## config.mk

```make
export PLATFORM = sky130hd
export DESIGN_NAME = muldiv_seq_flat
export DESIGN_NICKNAME = d
export VERILOG_FILES = /design/src/rtl/muldiv_pkg.sv /design/src/rtl/muldiv_seq_if.sv /design/src/rtl/md_div_step.sv /design/src/rtl/muldiv_seq.sv /design/src/flat_wrapper.sv
export SDC_FILE = /design/constraint.sdc
export NUM_CORES = 1
export LEC_CHECK = 0
export BUFFER_PORTS_ARGS = -buffer_cell sky130_fd_sc_hd__buf_2
export CAP_MARGIN = 20
export CORE_MARGIN = 1.5
export CORE_UTILIZATION = 35
export CTS_BUF_LIST = sky130_fd_sc_hd__clkbuf_4
export DETAILED_ROUTE_END_ITERATION = 16
export GPL_ROUTABILITY_DRIVEN = 1
export GPL_TIMING_DRIVEN = 0
export HOLD_SLACK_MARGIN = 0.08
export PLACE_DENSITY = 0.52
export SYNTH_ARGS = -nofsm -noshare
export SYNTH_HDL_FRONTEND = slang
export SYNTH_SLANG_ARGS = --single-unit
```

## constraint.sdc

```tcl
create_clock -name clk -period 4 [get_ports clk]
set_input_delay 0.4 -clock clk [delete_from_list [all_inputs] [get_ports clk]]
set_output_delay 0.4 -clock clk [all_outputs]
set_load 0.005 [all_outputs]
```

## src/rtl/muldiv_pkg.sv

```systemverilog
// Shared definitions for the multiply/divide sequencer: op encodings, FSM states, default width.
package muldiv_pkg;

    localparam int unsigned MD_WIDTH = 32;

    localparam logic [1:0] MD_MULT  = 2'b00;
    localparam logic [1:0] MD_MULTU = 2'b01;
    localparam logic [1:0] MD_DIV   = 2'b10;
    localparam logic [1:0] MD_DIVU  = 2'b11;

    typedef enum logic [1:0] {
        StIdle,
        StMul,
        StDiv,
        StFixup
    } md_state_e;

    function automatic logic md_op_signed(input logic [1:0] op);
        return (op == MD_MULT) || (op == MD_DIV);
    endfunction

    function automatic logic md_op_is_div(input logic [1:0] op);
        return (op == MD_DIV) || (op == MD_DIVU);
    endfunction

endpackage

```

## src/rtl/muldiv_seq_if.sv

```systemverilog
// Pipeline <-> multiply/divide unit bundle: issue, HI/LO moves, results and stall.
interface muldiv_seq_if #(
    parameter int unsigned WIDTH = 32
);
    logic             md_start;
    logic [1:0]       md_op;
    logic [WIDTH-1:0] rs_data;
    logic [WIDTH-1:0] rt_data;
    logic             mf_req;
    logic             mthi_we;
    logic             mtlo_we;
    logic [WIDTH-1:0] mt_data;
    logic [WIDTH-1:0] hi;
    logic [WIDTH-1:0] lo;
    logic             busy;
    logic             stall;
    logic             div_zero;

    modport master (
        output md_start, md_op, rs_data, rt_data, mf_req, mthi_we, mtlo_we, mt_data,
        input  hi, lo, busy, stall, div_zero
    );

    modport slave (
        input  md_start, md_op, rs_data, rt_data, mf_req, mthi_we, mtlo_we, mt_data,
        output hi, lo, busy, stall, div_zero
    );
endinterface

```

## src/rtl/md_div_step.sv

```systemverilog
// One restoring-division iteration: shift in the next dividend bit, subtract divisor if it fits.
module md_div_step #(
    parameter int unsigned WIDTH = 32
) (
    input  logic [WIDTH:0]   rem_i,
    input  logic [WIDTH-1:0] divisor_i,
    input  logic             bit_i,
    output logic [WIDTH:0]   rem_o,
    output logic             q_o
);
    localparam int unsigned RemW = WIDTH + 1;

    logic [WIDTH+1:0] shifted;

    assign shifted = {rem_i, bit_i};
    assign q_o     = shifted >= {2'b00, divisor_i};
    assign rem_o   = RemW'(q_o ? (shifted - {2'b00, divisor_i}) : shifted);

endmodule

```

## src/rtl/muldiv_seq.sv

```systemverilog
// Iterative mult/multu/div/divu sequencer owning HI/LO. Define MULDIV_FAST_MUL_EN for a
// single-cycle combinational multiplier; divide stays iterative in both builds.
module muldiv_seq
    import muldiv_pkg::*;
#(
    parameter int unsigned WIDTH = MD_WIDTH
) (
    input logic         clk,
    input logic         rst_n,
    muldiv_seq_if.slave md
);
    localparam int unsigned CntW = $clog2(WIDTH + 1);

    md_state_e          state_q, state_d;
    logic [CntW-1:0]    cnt_q, cnt_d;
    logic [2*WIDTH-1:0] acc_q, acc_d;
    logic [WIDTH-1:0]   opa_q, opa_d;
    logic [WIDTH-1:0]   opb_q, opb_d;
    logic [WIDTH:0]     rem_q, rem_d;
    logic               neg_res_q, neg_res_d;
    logic               neg_rem_q, neg_rem_d;
    logic               is_div_q, is_div_d;
    logic               dz_q, dz_d;
    logic [WIDTH-1:0]   hi_q, hi_d;
    logic [WIDTH-1:0]   lo_q, lo_d;

    logic               rs_neg, rt_neg;
    logic [WIDTH-1:0]   rs_mag, rt_mag;
    logic [WIDTH:0]     mul_sum;
    logic [WIDTH:0]     step_rem;
    logic               step_q;
    logic [2*WIDTH-1:0] prod_fix;
    logic [WIDTH-1:0]   quo_fix, rem_fix;

    assign rs_neg = md_op_signed(md.md_op) & md.rs_data[WIDTH-1];
    assign rt_neg = md_op_signed(md.md_op) & md.rt_data[WIDTH-1];
    // Unsigned magnitude, so -2^(WIDTH-1) maps to 2^(WIDTH-1) without overflow.
    assign rs_mag = rs_neg ? -md.rs_data : md.rs_data;
    assign rt_mag = rt_neg ? -md.rt_data : md.rt_data;

    // Multiplier sits in acc low half and shifts out LSB-first as product bits shift in.
    assign mul_sum = {1'b0, acc_q[2*WIDTH-1:WIDTH]} + (acc_q[0] ? {1'b0, opa_q} : '0);

    md_div_step #(
        .WIDTH(WIDTH)
    ) u_div_step (
        .rem_i    (rem_q),
        .divisor_i(opa_q),
        .bit_i    (opb_q[WIDTH-1]),
        .rem_o    (step_rem),
        .q_o      (step_q)
    );

    assign prod_fix = neg_res_q ? -acc_q : acc_q;
    assign quo_fix  = dz_q ? '1 : (neg_res_q ? -opb_q : opb_q);
    assign rem_fix  = neg_rem_q ? -rem_q[WIDTH-1:0] : rem_q[WIDTH-1:0];

    always_comb begin
        state_d   = state_q;
        cnt_d     = cnt_q;
        acc_d     = acc_q;
        opa_d     = opa_q;
        opb_d     = opb_q;
        rem_d     = rem_q;
        neg_res_d = neg_res_q;
        neg_rem_d = neg_rem_q;
        is_div_d  = is_div_q;
        dz_d      = dz_q;
        hi_d      = hi_q;
        lo_d      = lo_q;

        unique case (state_q)
            StIdle: begin
                if (md.md_start) begin
                    is_div_d  = md_op_is_div(md.md_op);
                    neg_res_d = rs_neg ^ rt_neg;
                    neg_rem_d = rs_neg;
                    dz_d      = md_op_is_div(md.md_op) && (md.rt_data == '0);
                    cnt_d     = CntW'(WIDTH);
                    if (md_op_is_div(md.md_op)) begin
                        opa_d   = rt_mag;
                        opb_d   = rs_mag;
                        rem_d   = '0;
                        state_d = StDiv;
                    end else begin
`ifdef MULDIV_FAST_MUL_EN
                        acc_d   = {{WIDTH{1'b0}}, rs_mag} * {{WIDTH{1'b0}}, rt_mag};
                        state_d = StFixup;
`else
                        opa_d   = rs_mag;
                        acc_d   = {{WIDTH{1'b0}}, rt_mag};
                        state_d = StMul;
`endif
                    end
                end else begin
                    if (md.mthi_we) hi_d = md.mt_data;
                    if (md.mtlo_we) lo_d = md.mt_data;
                end
            end
            StMul: begin
                acc_d = {mul_sum, acc_q[WIDTH-1:1]};
                cnt_d = cnt_q - CntW'(1);
                if (cnt_q == CntW'(1)) state_d = StFixup;
            end
            StDiv: begin
                rem_d = step_rem;
                opb_d = {opb_q[WIDTH-2:0], step_q};
                cnt_d = cnt_q - CntW'(1);
                if (cnt_q == CntW'(1)) state_d = StFixup;
            end
            StFixup: begin
                if (is_div_q) begin
                    hi_d = rem_fix;
                    lo_d = quo_fix;
                end else begin
                    hi_d = prod_fix[2*WIDTH-1:WIDTH];
                    lo_d = prod_fix[WIDTH-1:0];
                end
                state_d = StIdle;
            end
            default: state_d = StIdle;
        endcase
    end

    always_ff @(posedge clk or negedge rst_n) begin
        if (!rst_n) begin
            state_q   <= StIdle;
            cnt_q     <= '0;
            acc_q     <= '0;
            opa_q     <= '0;
            opb_q     <= '0;
            rem_q     <= '0;
            neg_res_q <= 1'b0;
            neg_rem_q <= 1'b0;
            is_div_q  <= 1'b0;
            dz_q      <= 1'b0;
            hi_q      <= '0;
            lo_q      <= '0;
        end else begin
            state_q   <= state_d;
            cnt_q     <= cnt_d;
            acc_q     <= acc_d;
            opa_q     <= opa_d;
            opb_q     <= opb_d;
            rem_q     <= rem_d;
            neg_res_q <= neg_res_d;
            neg_rem_q <= neg_rem_d;
            is_div_q  <= is_div_d;
            dz_q      <= dz_d;
            hi_q      <= hi_d;
            lo_q      <= lo_d;
        end
    end

    assign md.hi       = hi_q;
    assign md.lo       = lo_q;
    assign md.busy     = (state_q != StIdle);
    assign md.stall    = md.busy & (md.md_start | md.mf_req | md.mthi_we | md.mtlo_we);
    assign md.div_zero = (state_q == StFixup) & is_div_q & dz_q;

endmodule

```

## src/flat_wrapper.sv

```systemverilog
// flat-port wrapper written by rule: the top's interface ports become plain ports
module muldiv_seq_flat import muldiv_pkg::*;
#(
    parameter int unsigned WIDTH = MD_WIDTH
)
  (clk, rst_n, md_md_start, md_md_op, md_rs_data, md_rt_data, md_mf_req, md_mthi_we, md_mtlo_we, md_mt_data, md_hi, md_lo, md_busy, md_stall, md_div_zero);
  muldiv_seq_if #(.WIDTH(WIDTH)) md_i ();
  input logic clk;
  input logic rst_n;
  input wire logic [$bits(md_i.md_start)-1:0] md_md_start;
  input wire logic [$bits(md_i.md_op)-1:0] md_md_op;
  input wire logic [$bits(md_i.rs_data)-1:0] md_rs_data;
  input wire logic [$bits(md_i.rt_data)-1:0] md_rt_data;
  input wire logic [$bits(md_i.mf_req)-1:0] md_mf_req;
  input wire logic [$bits(md_i.mthi_we)-1:0] md_mthi_we;
  input wire logic [$bits(md_i.mtlo_we)-1:0] md_mtlo_we;
  input wire logic [$bits(md_i.mt_data)-1:0] md_mt_data;
  output wire logic [$bits(md_i.hi)-1:0] md_hi;
  output wire logic [$bits(md_i.lo)-1:0] md_lo;
  output wire logic [$bits(md_i.busy)-1:0] md_busy;
  output wire logic [$bits(md_i.stall)-1:0] md_stall;
  output wire logic [$bits(md_i.div_zero)-1:0] md_div_zero;
  assign md_i.md_start = md_md_start;
  assign md_i.md_op = md_md_op;
  assign md_i.rs_data = md_rs_data;
  assign md_i.rt_data = md_rt_data;
  assign md_i.mf_req = md_mf_req;
  assign md_i.mthi_we = md_mthi_we;
  assign md_i.mtlo_we = md_mtlo_we;
  assign md_i.mt_data = md_mt_data;
  assign md_hi = md_i.hi;
  assign md_lo = md_i.lo;
  assign md_busy = md_i.busy;
  assign md_stall = md_i.stall;
  assign md_div_zero = md_i.div_zero;
  muldiv_seq #(.WIDTH(WIDTH)) u_core (.clk(clk), .rst_n(rst_n), .md(md_i));
endmodule
```

### Word-level counts from Yosys, hierarchy flattened

Cells that the tools add are included.

| storage, ports and cells | value |
|---|---|
| input port bits | 104 |
| output and inout bits | 67 |
| word-level logic and storage cells | 94 |
| bits in latches | 0 |
| bits in registers | 237 |
| memory bits (writable) | 0 |
| ROM bits | 0 |
| memories kept | 0 |

| cells by class | value |
|---|---|
| multipliers | 0 |
| multiplexer cells | 32 |
| shift operators | 0 |
| order comparisons | 1 |
| reduce and logical (&&, ||, !) cells | 19 |
| add/sub/neg operators | 8 |
| equality and inequality tests | 13 |
| bitwise logic cells | 9 |
| divide/modulo/power cells | 0 |

Operators by type and width:

| kind | count |
|---|---|
| 32-bit two-way mux | 15 |
| 64-bit two-way mux | 3 |
| 32-bit one-hot mux with 2 select lines | 3 |
| 32-bit negator | 4 |
| 64-bit one-hot mux with 2 select lines | 1 |
| 33-bit two-way mux | 3 |
| 33-bit one-hot mux with 2 select lines | 1 |
| 64-bit negator | 1 |
| 34-bit by 32-bit greater-or-equal comparator with 1-bit output | 1 |
| 32-bit by 33-bit adder with 33-bit output | 1 |
| 33-bit by 32-bit subtractor with 33-bit output | 1 |
| 32-bit zero test | 1 |
| 6-bit one-hot mux with 2 select lines | 1 |
| 3-bit AND reduction | 4 |
| 2-bit != test (second input constant) | 5 |
| 2-bit nonzero test | 5 |
| 2-bit equality test (second input constant) | 4 |
| 6-bit by 1-bit equality test with 1-bit output (second input constant) | 1 |
| 2-bit two-way mux | 3 |
| 6-bit two-way mux | 1 |
| 2-bit one-hot mux with 3 select lines | 1 |
| 2-bit AND reduction | 3 |
| 6-bit by 1-bit subtractor with 6-bit output (second input constant) | 1 |
| 1-bit AND | 5 |
| 8 further kinds | 13 |

### Longest topological paths before layout

Gate-level depths: netlist (run 1).

| depth | value |
|---|---|
| depth after elaboration | 7 |
| gate-level depth with buffers | 15 |
| depth with buffers taken out | 13 |

### By module

From an unflattened synthesis (run 1), not the netlist that was laid out.

| second synthesis, totals | value |
|---|---|
| cells, all modules | 2368 |
| area, all modules | 18998.2 um^2 |

By module, submodules not included:

| module | times used | cells an instance | sequential area each (um^2) | area each (um^2) |
|---|---|---|---|---|
| muldiv_seq | 1 | 2022 | 5930.7 | 16807.4 |
| md_div_step | 1 | 346 | 0.0 | 2190.9 |

### Worst setup path after synthesis (run 1)

OpenSTA, ideal clock, no wires.

| timing | value |
|---|---|
| path type | register to register |
| from | register u_core.acc_q[0] |
| to | register u_core.acc_q[61] |
| buffers on the path | 1 |
| required time | 3.863 ns |
| setup slack | 0.676 ns |
| cell stages (with the launch flop) | 14 |
| setup time | 0.137 ns |
| clock period less this slack | 3.324 ns |
| arrival | 3.187 ns |
| cells stage by stage | dfrtp_1 -> inv_1 -> clkbuf_1 -> nor2_1 -> ha_1 -> nor2b_1 -> o21a_1 -> o21ai_0 -> a21oi_1 -> or3b_2 -> a211o_1 -> o31ai_1 -> mux2i_1 -> o211ai_1 |

| between the ends | value |
|---|---|
| word-level cells in the longest chain between the ends | 3 |

Ends and longest elaborated chain:

| element | line | source |
|---|---|---|
| start, declared | muldiv_seq.sv:16 | `logic [2*WIDTH-1:0] acc_q, acc_d;` |
| start signal, assigned | muldiv_seq.sv:129 | `acc_q <= '0;` |
| start signal, assigned | muldiv_seq.sv:142 | `acc_q <= acc_d;` |
| 32-bit two-way mux | muldiv_seq.sv:42 | `assign mul_sum = {1'b0, acc_q[2*WIDTH-1:WIDTH]} + (acc_q[0] ? {1'b0, opa_q} : '0);` |
| 32-bit by 33-bit adder with 33-bit output | muldiv_seq.sv:42 |  |
| 64-bit one-hot mux with 2 select lines | muldiv_seq.sv:72 | `unique case (state_q)` |

No other way between the ends.
A chain may end at the register's enable or synchronous reset.

### Worst setup path in the final report (run 1)

| timing | value |
|---|---|
| from | register u_core.opb_q[31] |
| to | register u_core.opb_q[0] |

| between the ends | value |
|---|---|
| word-level cells in the longest chain between the ends | 2 |

Ends and longest elaborated chain:

| element | line | source |
|---|---|---|
| start, declared | muldiv_seq.sv:18 | `logic [WIDTH-1:0] opb_q, opb_d;` |
| start signal, assigned | muldiv_seq.sv:144 | `opb_q <= opb_d;` |
| 34-bit by 32-bit greater-or-equal comparator with 1-bit output | md_div_step.sv:16 | `assign q_o = shifted >= {2'b00, divisor_i};` |
| 32-bit one-hot mux with 2 select lines | muldiv_seq.sv:72 |  |

No other way between the ends.

==> results of run 1 <==
## placed cells by master, fill, tap and decap left out, types with 9 or more instances in the layout
cell / count
sky130_fd_sc_hd__o311ai_0: 20
sky130_fd_sc_hd__mux2i_1: 43
sky130_fd_sc_hd__inv_1: 79
sky130_fd_sc_hd__nand3_1: 54
sky130_fd_sc_hd__nor2_1: 202
sky130_fd_sc_hd__o21a_1: 11
sky130_fd_sc_hd__buf_1: 9
sky130_fd_sc_hd__o21bai_1: 9
sky130_fd_sc_hd__dfrtp_1: 237
sky130_fd_sc_hd__o22ai_1: 16
sky130_fd_sc_hd__o21ai_0: 232
sky130_fd_sc_hd__ha_1: 75
sky130_fd_sc_hd__a31oi_1: 42
sky130_fd_sc_hd__clkbuf_4: 107
sky130_fd_sc_hd__nand2_1: 263
sky130_fd_sc_hd__nor3_1: 36
sky130_fd_sc_hd__o221ai_1: 37
sky130_fd_sc_hd__nand4_1: 12
sky130_fd_sc_hd__or4_1: 24
sky130_fd_sc_hd__and2_1: 9
sky130_fd_sc_hd__a211oi_1: 10
sky130_fd_sc_hd__clkbuf_1: 106
sky130_fd_sc_hd__buf_2: 172
sky130_fd_sc_hd__a21oi_1: 145
sky130_fd_sc_hd__nand2b_1: 22
sky130_fd_sc_hd__nor2b_1: 12
sky130_fd_sc_hd__xor2_1: 87
sky130_fd_sc_hd__a221o_1: 10
sky130_fd_sc_hd__o211ai_1: 17
sky130_fd_sc_hd__a21o_1: 35
sky130_fd_sc_hd__xnor2_1: 143
sky130_fd_sc_hd__dlygate4sd3_1: 81
sky130_fd_sc_hd__or3_1: 27
sky130_fd_sc_hd__nor4_1: 12
sky130_fd_sc_hd__a22oi_1: 24
sky130_fd_sc_hd__o41ai_1: 24
sky130_fd_sc_hd__o31ai_1: 55
sky130_fd_sc_hd__clkinv_1: 14
## state kept, by name (all words and copies together), names as in the netlist
name and count:
u_core.state_q 2, u_core.neg_res_q 1, u_core.md.hi 32, u_core.opa_q 32, u_core.rem_q 33, u_core.is_div_q 1
u_core.neg_rem_q 1, u_core.acc_q 64, u_core.dz_q 1, u_core.opb_q 32, u_core.cnt_q 6, u_core.md.lo 32
## power groups by stage
stage	registers, uW	clock network (uW)	logic (uW)
after floorplan	3950	0	5260
after global placement	4300	0	8100
after detailed placement	4320	0	8160
after CTS	4280	2520	8290
after global routing	4390	2650	9180
final	4320	2470	8510
## cell type report
class	instances	share of cell area
Buffer	129	0.0239
Sequential cell	237	0.271
Multi-Input combinational cell	1816	0.532
Inverter	81	0.0139
Antenna cell	5	0.000572
Tap cell	680	0.0389
Clock buffer	106	0.0364
Clock inverter	18	0.00475
Timing Repair Buffer	252	0.0788
## metrics by stage
step / TNS, ps / total power [uW] / utilization
after floorplan: 0 / 9220 / -
after global placement: -456700 / 12400 / 0.389
after detailed placement: -2110 / 12500 / 0.390
after CTS: 0 / 15100 / 0.424
after global routing: 0 / 16200 / 0.424
final: 0 / 15300 / 0.424
## per-layer routing
| metal | share of wire | up-vias | routed length (um) | global-route usage |
|---|---|---|---|---|
| met4 | 0.038 | 0 | 3040 | 0.101 |
| met5 | 0 | - | 0 | 0 |
| met1 | 0.44 | 9598 | 35100 | 0.401 |
| met2 | 0.45 | 957 | 35900 | 0.464 |
| met3 | 0.081 | 184 | 6480 | 0.0611 |
| li1 | - | 8942 | - | - |
## kinds of logic (layout without fill, tap and decap cells)
group | after synthesis | in the layout
mux | 45 | 45
buf+inv | 210 | 586
other cells | 0 | 5
fa+ha+maj | 77 | 77
flops | 237 | 237
xor+xnor | 230 | 230
compound gates | 749 | 749
simple gates | 715 | 715
## timing repair
item,CTS,global route
cloned,0,0
setup endpoints to repair,33,38
pin swaps,0,0
hold buffers,81,0
gates resized for setup,7,13
hold endpoints to repair,245,0
## path summary, 6_finish.rpt
path / start / to / slack, ps / depth (start not counted)
max: u_core.opb_q[31] / u_core.opb_q[0] / 110 / 15
min reg2reg: u_core.opa_q[18] / u_core.opa_q[18] / 480 / 2
min: rst_n / u_core.md.lo[19] / 110 / 2
max reg2reg: u_core.opb_q[31] / u_core.opb_q[0] / 110 / 15
min in group clk: md_rt_data[5] / u_core.acc_q[5] / 120 / 3
max in group asynchronous: rst_n / u_core.opa_q[8] / 2510 / 4
==> qor.csv, run 1 <==
metric,value,unit
grt.total_usage,0.295,
max_clock_freq,0.257,GHz
dominant_combinational_cell_family_by_area_after_synthesis,compound AO/OA/AOI/OAI gates,
number_of_distinct_library_cells_after_synthesis,83,
run_status,finished clean,
fin_hold_ws,108,ps
stdcell_area,0.0219,mm2
cts_tree,done,
worst_hold_path_type,input port to asynchronous set/reset pin,
critPathCaptureType,register,
worst_slew_margin_rel,0.313,
grt.overflow.total,0,
fin_worst_skew,81.5,ps
synth_simple_gate_area_frac,0.181,
timing_worst_setup_path_type,register to register,
die_area,0.0538,mm2
max-vdd-ir-drop,0.374,mV
critPathArrivalTime,4560,ps
multiInputGateArea,0.0116,mm2
critical_path_required,4670,ps
cell_internal_pwr,7450,uW
synth_compound_gate_area_share,0.263,
drv_slew,0,
root_buffer,sky130_fd_sc_hd__clkbuf_4,
period_minus_slack,3890,ps
timing.critical_path.cells,"inv_1, ha_1, inv_1, fa_1, a21o_1, a221oi_4, o31a_1, o211a_1, nor2_1, a311o_1, a21oi_1, buf_2, clkbuf_4, a21oi_1, a21o_1",
cells_taking_the_most_area_after_synthesis,"sky130_fd_sc_hd__dfrtp_1 (32%), sky130_fd_sc_hd__xnor2_1 (6.8%), sky130_fd_sc_hd__o21ai_0 (6.4%)",
fp.dieH,232,um
initial_core_util,0.356,
postRouteAntennaNets,0,
drv_cap,0,
crit_path_start_kind,register,
setup_viol_count_final,0,
worst_pin_slew,1020,ps
cp_max_fo,10,
synth.top_cells.by_count,"sky130_fd_sc_hd__nand2_1 (263), sky130_fd_sc_hd__dfrtp_1 (237), sky130_fd_sc_hd__o21ai_0 (233)",
power.density,700,mW/mm2
setup_ws,106,ps
drt_first_pass_iters,7,
clock_tree.htree_level_count,3,
grt_pass1_vias,18400,
leakage,0.00949,uW
buffer_ports.inserted,169,
synth_xor_xnor_area_share,0.110,
yosys.area_share.adder,0.0534,
core-area,0.0515,mm2
share_clk_of_total_power,0.162,
seq_power_share,0.282,
clkSinkCount,237,
switching_power,7850,uW
vias,19700,
post_layout_nonfiller_instances,3324,
family_with_the_most_delay_on_the_worst_path,compound AO/OA/AOI/OAI gates,
floorplan.die.width,232,um
synth_warnings,0,
finalNetCount,2770,
floorplan.rows,83,
cts-buffers-inserted,72,
design.portCount,171,
comb_power_share,0.556,
yosys_most_used_dff,sky130_fd_sc_hd__dfrtp_1,
drc_errors,0,
cp.buffers_inverters,4,
post_synthesis_to_final_layout_area_growth,19.3,%
post_route_fraction_of_the_period_consumed_by_the_critical_path,0.974,
clock_slew_at_reported_path_ffs,70,ps
globalplace.congestion,0.993,
switching_share,0.513,
synth-async-reset-ratio,1.00,
synth.area.mux_share,0.0247,
fraction_of_layout_instances_using_a_drive_strength_above_1,0.125,
routed_wl,80500,um
syn_nets,2444,
global_route_wire_length_before_repair,118000,um
yosysMostFrequentCell,sky130_fd_sc_hd__nand2_1,
syn_area_per_cell,8.10,um2
netlist_area,0.0183,mm2
dpl-instance-area,0.0201,mm2
synth_edf_count,0,
synth_seq_area_share,0.324,
grt_start_max_net_pins,99,
clockBufferDepth,3,
dp_slack,-229,ps
area_share_of_the_leading_cell_type_in_the_synthesized_netlist,0.324,
synth_seq_cells,237,
rsz0062_at_grt,true,
drtIter0Drc,2085,
seqCellArea,0.00593,mm2
clock_latency,840,ps
num-fill-cells,5345,
detailedPlacementHpwl,64500,um
hold_violations,0,
cts.repair_timing.setup_buffer_count,0,
drt-wirelength-per-cell,24.2,um
yosysTopAreaCell,sky130_fd_sc_hd__dfrtp_1,
maximum_single_stage_delay_on_the_critical_path,460,ps
synthCells,2263,
dp_cells,3114,
post_drt_via_cell_ratio,5.92,
crit_path_top_delay_cell,sky130_fd_sc_hd__dfrtp_1,
antenna_found_initial,5,
No activity file was read; power rests on OpenSTA's default activity.
==> inputs of run 2 (changes only) <==
--- a/config.mk
+++ b/config.mk
@@ -6,7 +6,6 @@
 export NUM_CORES = 1
 export LEC_CHECK = 0
 export BUFFER_PORTS_ARGS = -buffer_cell sky130_fd_sc_hd__buf_2
-export CAP_MARGIN = 20
 export CORE_MARGIN = 1.5
 export CORE_UTILIZATION = 35
 export CTS_BUF_LIST = sky130_fd_sc_hd__clkbuf_4
@@ -15,6 +14,7 @@
 export GPL_TIMING_DRIVEN = 0
 export HOLD_SLACK_MARGIN = 0.08
 export PLACE_DENSITY = 0.52
+export REMOVE_ABC_BUFFERS = 1
 export SYNTH_ARGS = -nofsm -noshare
 export SYNTH_HDL_FRONTEND = slang
 export SYNTH_SLANG_ARGS = --single-unit
==> run 2 against run 1 <==
Clock power down 5%. Maximum frequency increased by 1.2%. Count of clock-buffer cells in the layout fell by 9. Combinational power shrank 5.4%. Final area up 0.28%. Total power shrank 3.4%. Core utilization is 0.12 points higher. Register-to-register slack better by 50 ps. Largest cell class unchanged.
==> qor.csv, run 2 (synthesized netlist as in run 1, its figures left out) <==
metric,value,unit,change
grt_pass1_vias,17600,,was 18400
buffer_ports.inserted,170,,was 169
dp_slack,-996,ps,was -229 ps
cts_tree,done,,unchanged
die_area,0.0538,mm2,unchanged
drt_first_pass_iters,5,,was 7
period_minus_slack,3850,ps,was 3890 ps
final_cell_mix,"sky130_fd_sc_hd__nand2_1 (261), sky130_fd_sc_hd__dfrtp_1 (234), sky130_fd_sc_hd__o21ai_0 (232), sky130_fd_sc_hd__nor2_1 (198), sky130_fd_sc_hd__buf_2 (169)",,"was sky130_fd_sc_hd__nand2_1 (263), sky130_fd_sc_hd__dfrtp_1 (237), sky130_fd_sc_hd__o21ai_0 (232), sky130_fd_sc_hd__nor2_1 (202), sky130_fd_sc_hd__buf_2 (172)"
max-vdd-ir-drop,0.319,mV,was 0.374 mV
design.portCount,171,,unchanged
finalNetCount,2679,,was 2770
stdcell_area,0.0219,mm2,about the same
run_status,finished clean,,unchanged
floorplan.die.width,232,um,unchanged
mostFrequentLayoutCell,sky130_fd_sc_hd__nand2_1,,unchanged
cts-buffers-inserted,72,,unchanged
drt-wirelength-per-cell,21.3,um,was 24.2 um
routed_wl,68800,um,was 80500 um
root_buffer,sky130_fd_sc_hd__clkbuf_4,,unchanged
critPathArrivalTime,4480,ps,was 4560 ps
post_route_fraction_of_the_period_consumed_by_the_critical_path,0.962,,was 0.974
clock_slew_at_reported_path_ffs,70,ps,about the same
globalplace.congestion,0.923,,was 0.993
maximum_single_stage_delay_on_the_critical_path,610,ps,was 460 ps
fraction_of_layout_instances_using_a_drive_strength_above_1,0.139,,was 0.125
timing.critical_path.cells,"or4_1, nor4_1, nor4b_4, nand3_1, nor3_1, nand2_1, o311ai_0, o211ai_1",,"was inv_1, ha_1, inv_1, fa_1, a21o_1, a221oi_4, o31a_1, o211a_1, nor2_1, a311o_1, a21oi_1, buf_2, clkbuf_4, a21oi_1, a21o_1"
p_total,14800,uW,was 15300 uW
core-area,0.0515,mm2,unchanged
fp.dieH,232,um,unchanged
power.density,674,mW/mm2,was 700 mW/mm2
max_flop_register,u_core.acc_q,,unchanged
clockBufferDepth,3,,unchanged
num-fill-cells,5317,,was 5345
setup_ws,153,ps,was 106 ps
max_reg_flops,64,,unchanged
clock_latency,820,ps,was 840 ps
postRouteAntennaNets,0,,unchanged
cp_max_fo,5,,was 10
vias,18300,,was 19700
grt_start_max_net_pins,108,,was 99
drc_errors,0,,unchanged
critical_path_required,4630,ps,was 4670 ps
fin_worst_skew,48.5,ps,was 81.5 ps
grt.overflow.total,0,,unchanged
floorplan.rows,83,,unchanged
family_with_the_most_delay_on_the_worst_path,simple AND/OR/NAND/NOR gates,,was compound AO/OA/AOI/OAI gates
fin_hold_ws,100,ps,was 108 ps
clkSinkCount,237,,unchanged
worst_pin_slew,1360,ps,was 1020 ps
critPathCaptureType,register,,unchanged
drv_cap,0,,unchanged
post_synthesis_to_final_layout_area_growth,19.6,%,was 19.3%
antenna_found_initial,1,,was 5
hold_violations,0,,unchanged
grt.total_usage,0.255,,was 0.295
reg_top3,"u_core.acc_q x64, u_core.rem_q x33",,unchanged
crit_path_top_delay_cell,sky130_fd_sc_hd__or4_1,,was sky130_fd_sc_hd__dfrtp_1
initial_core_util,0.356,,unchanged
global_route_wire_length_before_repair,105000,um,was 118000 um
detailedPlacementHpwl,51000,um,was 64500 um
worst_slew_margin_rel,0.0894,,was 0.313
timing_worst_setup_path_type,register to register,,unchanged
worst_hold_path_type,input port to asynchronous set/reset pin,,unchanged
drtIter0Drc,1272,,was 2085
crit_path_start_kind,register,,unchanged
drv_slew,0,,unchanged
post_drt_via_cell_ratio,5.67,,was 5.92
rsz0062_at_grt,false,,was true
clock_tree.htree_level_count,3,,unchanged
leakage,0.00953,uW,was 0.00949 uW
max_clock_freq,0.260,GHz,was 0.257 GHz
cp.buffers_inverters,0,,was 4
dpl-instance-area,0.0199,mm2,was 0.0201 mm2
setup_viol_count_final,0,,unchanged
-- run 2: path summary, 6_finish.rpt --
kind	from	to	slack, ps	cells past startpoint
min in group clk	md_rt_data[2]	u_core.acc_q[2]	140	4
setup reg to reg	u_core.acc_q[4]	u_core.md.hi[24]	150	8
max in group asynchronous	rst_n	u_core.neg_res_q	2910	3
hold reg to reg	u_core.md.hi[16]	u_core.md.hi[16]	480	2
hold / removal	rst_n	u_core.md.hi[10]	100	2
setup / recovery	u_core.acc_q[4]	u_core.md.hi[24]	150	8
-- run 2: cell type report --
class / instances / area [um2] / area share
Clock buffer: 97 / 728 / 0.0332
Clock inverter: 22 / 114 / 0.00519
Inverter: 81 / 310 / 0.0142
Tap cell: 680 / 851 / 0.0388
Antenna cell: 1 / 2.50 / 0.000114
Sequential cell: 237 / 5940 / 0.271
Multi-Input combinational cell: 1818 / 11800 / 0.536
Timing Repair inverter: 1 / 7.51 / 0.000342
Timing Repair Buffer: 287 / 2210 / 0.101
-- run 2: through the flow --
stage / util / std cells / setup TNS, ps
after floorplan: - / 2134 / -48660
after global placement: 0.379 / 2984 / -1050470
after detailed placement: 0.387 / 2996 / -46650
after CTS: 0.425 / 3222 / 0
after global routing: 0.426 / 3224 / 0
final: 0.426 / 3224 / 0
-- run 2: layer usage --
metal / global-route usage / part of all wire / vias up / wire length [um]
li1: - / - / 8759 / -
met4: 0.0895 / 0.029 / 0 / 1970
met3: 0.0345 / 0.049 / 98 / 3370
met1: 0.344 / 0.46 / 8885 / 31500
met2: 0.416 / 0.47 / 547 / 32000
met5: 0 / 0 / - / 0
-- run 2: power breakdown --
group          leakage, uW  switching [uW]  internal (uW)  total (uW)
registers          0.00295            1100           3280        4390
logic              0.00608            5030           3020        8050
clock network     0.000508            1160           1180        2340
total              0.00953            7300           7480       14800
-- run 2: repair_timing --
item	CTS	global route
setup buffers	7	1
endpoints found under the hold margin	363	0
hold buffers	97	0
cloned	3	0
gates resized for setup	14	6
pin swaps	3	2
endpoints found under the setup margin	93	39
==> inputs of run 3 (changes only) <==
--- a/config.mk
+++ b/config.mk
@@ -17,4 +17,5 @@
 export REMOVE_ABC_BUFFERS = 1
 export SYNTH_ARGS = -nofsm -noshare
 export SYNTH_HDL_FRONTEND = slang
+export SYNTH_HIERARCHICAL = 1
 export SYNTH_SLANG_ARGS = --single-unit
==> run 3 against run 2 <==
Register-to-register slack worse by 30 ps. Non-clock buffer count is 4 lower. Die area grew 3.6%. Synthesized cell count grew 4.6%. First-iteration DRC count grew 58%. Hold slack improved by 59 ps. Clock power grew 5%. Final cell count is 3.4% higher. Clock skew barely moved. Sequential cell count stayed put. Maximum frequency down 0.69%. Critical endpoint is now u_core/acc_q[62].
==> qor.csv, run 3 <==
metric,value,unit,change
run_status,finished clean,,unchanged
synth_seq_area_share,0.312,,was 0.324
worst_pin_slew,1450,ps,was 1360 ps
worstReg2RegEnd,u_core/acc_q[62],,was u_core.md.hi[24]
reg_top3,"u_core/acc_q x64, u_core/rem_q x33",,"was u_core.acc_q x64, u_core.rem_q x33"
yosysTopAreaCell,sky130_fd_sc_hd__dfrtp_1,,unchanged
syn_area_per_cell,8.02,um2,was 8.10 um2
drv_slew,0,,unchanged
final_cell_mix,"sky130_fd_sc_hd__nand2_1 (295), sky130_fd_sc_hd__dfrtp_1 (234), sky130_fd_sc_hd__o21ai_0 (193), sky130_fd_sc_hd__buf_2 (170), sky130_fd_sc_hd__a21oi_1 (169)",,"was sky130_fd_sc_hd__nand2_1 (261), sky130_fd_sc_hd__dfrtp_1 (234), sky130_fd_sc_hd__o21ai_0 (232), sky130_fd_sc_hd__nor2_1 (198), sky130_fd_sc_hd__buf_2 (169)"
postRouteAntennaNets,0,,unchanged
fraction_of_layout_instances_using_a_drive_strength_above_1,0.142,,was 0.139
synth-async-reset-ratio,1.00,,unchanged
area_share_of_the_leading_cell_type_in_the_synthesized_netlist,0.312,,was 0.324
cp_max_fo,37,,was 5
number_of_distinct_library_cells_after_synthesis,90,,was 83
routed_wl,77000,um,was 68800 um
leakage,0.00981,uW,was 0.00953 uW
worstHoldStart,md_rs_data[28],,
synthCells,2368,,was 2263
drt-wirelength-per-cell,23.1,um,was 21.3 um
power.density,778,mW/mm2,was 674 mW/mm2
drc_errors,0,,unchanged
clkSinkCount,237,,unchanged
p_total,17600,uW,was 14800 uW
register_to_register_setup_slack,130,ps,was 150 ps
buffer_ports.inserted,170,,unchanged
drt_first_pass_iters,6,,was 5
design.portCount,171,,unchanged
max_reg_flops,64,,unchanged
cts_tree,done,,unchanged
yosys_most_used_dff,sky130_fd_sc_hd__dfrtp_1,,unchanged
detailedPlacementHpwl,57500,um,was 51000 um
initial_core_util,0.354,,was 0.356
vias,19700,,was 18300
post-route-util,0.421,,was 0.426
max-vdd-ir-drop,0.889,mV,was 0.319 mV
max_clock_freq,0.258,GHz,was 0.260 GHz
worst_hold_path.endpoint,u_core/opb_q[28],,
setup_viol_count_final,0,,unchanged
clock_tree.htree_level_count,3,,unchanged
crit_path_start_kind,register,,unchanged
synth_edf_count,0,,unchanged
floorplan.rows,85,,was 83
fp.dieH,236,um,was 232 um
grt_pass1_vias,18400,,was 17600
clock_slew_at_reported_path_ffs,70,ps,about the same
critPathCaptureType,register,,unchanged
post_route_fraction_of_the_period_consumed_by_the_critical_path,0.969,,was 0.962
mostFrequentLayoutCell,sky130_fd_sc_hd__nand2_1,,unchanged
min_delay_path_depth,4,,
worst_slew_margin_rel,0.0339,,was 0.0894
netlist_area,0.0190,mm2,was 0.0183 mm2
fin_hold_ws,159,ps,was 100 ps
synth_warnings,6,,was 0
grt_start_max_net_pins,114,,was 108
floorplan.die.width,236,um,was 232 um
drtIter0Drc,2014,,was 1272
die_area,0.0557,mm2,was 0.0538 mm2
post_synthesis_to_final_layout_area_growth,18.9,%,was 19.6%
cells_taking_the_most_area_after_synthesis,"sky130_fd_sc_hd__dfrtp_1 (31%), sky130_fd_sc_hd__nand2_1 (5.9%), sky130_fd_sc_hd__xnor2_1 (5.8%)",,"was sky130_fd_sc_hd__dfrtp_1 (32%), sky130_fd_sc_hd__xnor2_1 (6.8%), sky130_fd_sc_hd__o21ai_0 (6.4%)"
finalNetCount,2769,,was 2679
global_route_wire_length_before_repair,115000,um,was 105000 um
clockBufferDepth,3,,unchanged
ff2ff_path_depth,10,,was 8
hold_violations,0,,unchanged
grt.total_usage,0.270,,was 0.255
worst_hold_path_type,input port to register,,was input port to asynchronous set/reset pin
rsz0062_at_grt,true,,was false
yosysMostFrequentCell,sky130_fd_sc_hd__nand2_1,,unchanged
period_minus_slack,3870,ps,was 3850 ps
max_flop_register,u_core/acc_q,,was u_core.acc_q
root_buffer,sky130_fd_sc_hd__clkbuf_4,,unchanged
synth_seq_cells,237,,unchanged
core-area,0.0537,mm2,was 0.0515 mm2
critPathArrivalTime,4590,ps,was 4480 ps
clock_latency,820,ps,about the same
cts-buffers-inserted,73,,was 72
synth.top_cells.by_count,"sky130_fd_sc_hd__nand2_1 (298), sky130_fd_sc_hd__dfrtp_1 (237), sky130_fd_sc_hd__o21ai_0 (194)",,"was sky130_fd_sc_hd__nand2_1 (263), sky130_fd_sc_hd__dfrtp_1 (237), sky130_fd_sc_hd__o21ai_0 (233)"
stdcell_area,0.0226,mm2,was 0.0219 mm2
critical_path_required,4720,ps,was 4630 ps
post_drt_via_cell_ratio,5.92,,was 5.67
antenna_found_initial,3,,was 1
globalplace.congestion,0.942,,was 0.923
rr_startpoint,u_core/acc_q[0],,was u_core.acc_q[4]
timing_worst_setup_path_type,register to register,,unchanged
timing.setup.tns,0,ps,unchanged
dpl-instance-area,0.0206,mm2,was 0.0199 mm2
drv_cap,0,,unchanged
fin_worst_skew,48.2,ps,was 48.5 ps
grt.overflow.total,0,,unchanged
-- run 3: area by class of cell --
class                           count  area, um2
Fill cell                        5468      31100
Multi-Input combinational cell   1913      12400
Sequential cell                   237       5940
Timing Repair Buffer              283       2170
Tap cell                          696        871
Clock buffer                       99        743
Inverter                           80        303
Clock inverter                     22        145
Antenna cell                        4       10.0
-- run 3: stage by stage --
stage	setup slack [ps]	cells
global placement	-9410	3095
finish	126	3334
floorplan	-3670	2229
global route	-14.5	3332
CTS	35.3	3326
detailed placement	-1380	3111
-- run 3: layer usage --
metal | vias up | track usage | wire length (um)
li1 | 9131 | - | -
met1 | 9606 | 0.380 | 35100
met2 | 839 | 0.402 | 33300
met3 | 144 | 0.0681 | 6330
met4 | 2 | 0.0905 | 2280
met5 | - | 0 | 19
-- run 3: logic make-up (layout without fill, tap and decap cells) --
group | count (synthesis) | count (layout) | share of synthesized area
DFF | 237 | 237 | 0.312
and+or+nand+nor | 830 | 830 | 0.213
buffers and inverters | 219 | 484 | 0.0441
other | 0 | 4 | 0
xor gates and xnor gates | 224 | 224 | 0.103
AOI/OAI and AO/OA | 741 | 742 | 0.254
muxes | 40 | 40 | 0.0219
adders and majority gates | 77 | 77 | 0.0515
-- run 3: worst max path at each step --
stage / from / endpoint / slack (ps) / cells past startpoint
6_report: u_core/acc_q[0] / u_core/acc_q[62] / 130 / 10
5_1_grt: u_core/rem_q[12] / u_core/rem_q[31] / -10 / 11
4_1_cts: u_core/opb_q[31] / u_core/rem_q[32] / 40 / 16
3_5_place_dp: u_core/state_q[0] / u_core/md.hi[15] / -1380 / 9
3_3_place_gp: u_core/state_q[0] / u_core/opb_q[20] / -9410 / 6
2_1_floorplan: u_core/state_q[0] / u_core/opb_q[11] / -3670 / 6
-- run 3: worst max-delay path, stage by stage, from the launching register on --
cell and delay (ps):
sky130_fd_sc_hd__dfrtp_4 650, sky130_fd_sc_hd__and2_1 230, sky130_fd_sc_hd__ha_1 330, sky130_fd_sc_hd__a21o_1 220, sky130_fd_sc_hd__o21bai_1 230, sky130_fd_sc_hd__o2111ai_1 420, sky130_fd_sc_hd__o221ai_1 350, sky130_fd_sc_hd__a2111oi_1 840
sky130_fd_sc_hd__o31ai_1 200, sky130_fd_sc_hd__xnor2_1 160, sky130_fd_sc_hd__o21ai_0 140
-- run 3: repair_timing --
item | 4_1_cts | 5_1_grt
endpoints found under the hold margin | 351 | 0
resized for setup | 15 | 6
setup buffers | 4 | 3
cloned | 0 | 1
setup endpoints to repair | 58 | 14
hold buffers | 90 | 0
pin swaps | 1 | 1
-- run 3: report_power, final --
part | internal [uW] | total, uW | switching [uW] | leakage, uW
sequential | 3420 | 4930 | 1520 | 0.00292
clock | 1270 | 2460 | 1190 | 0.000517
combinational | 3870 | 10200 | 6320 | 0.00637
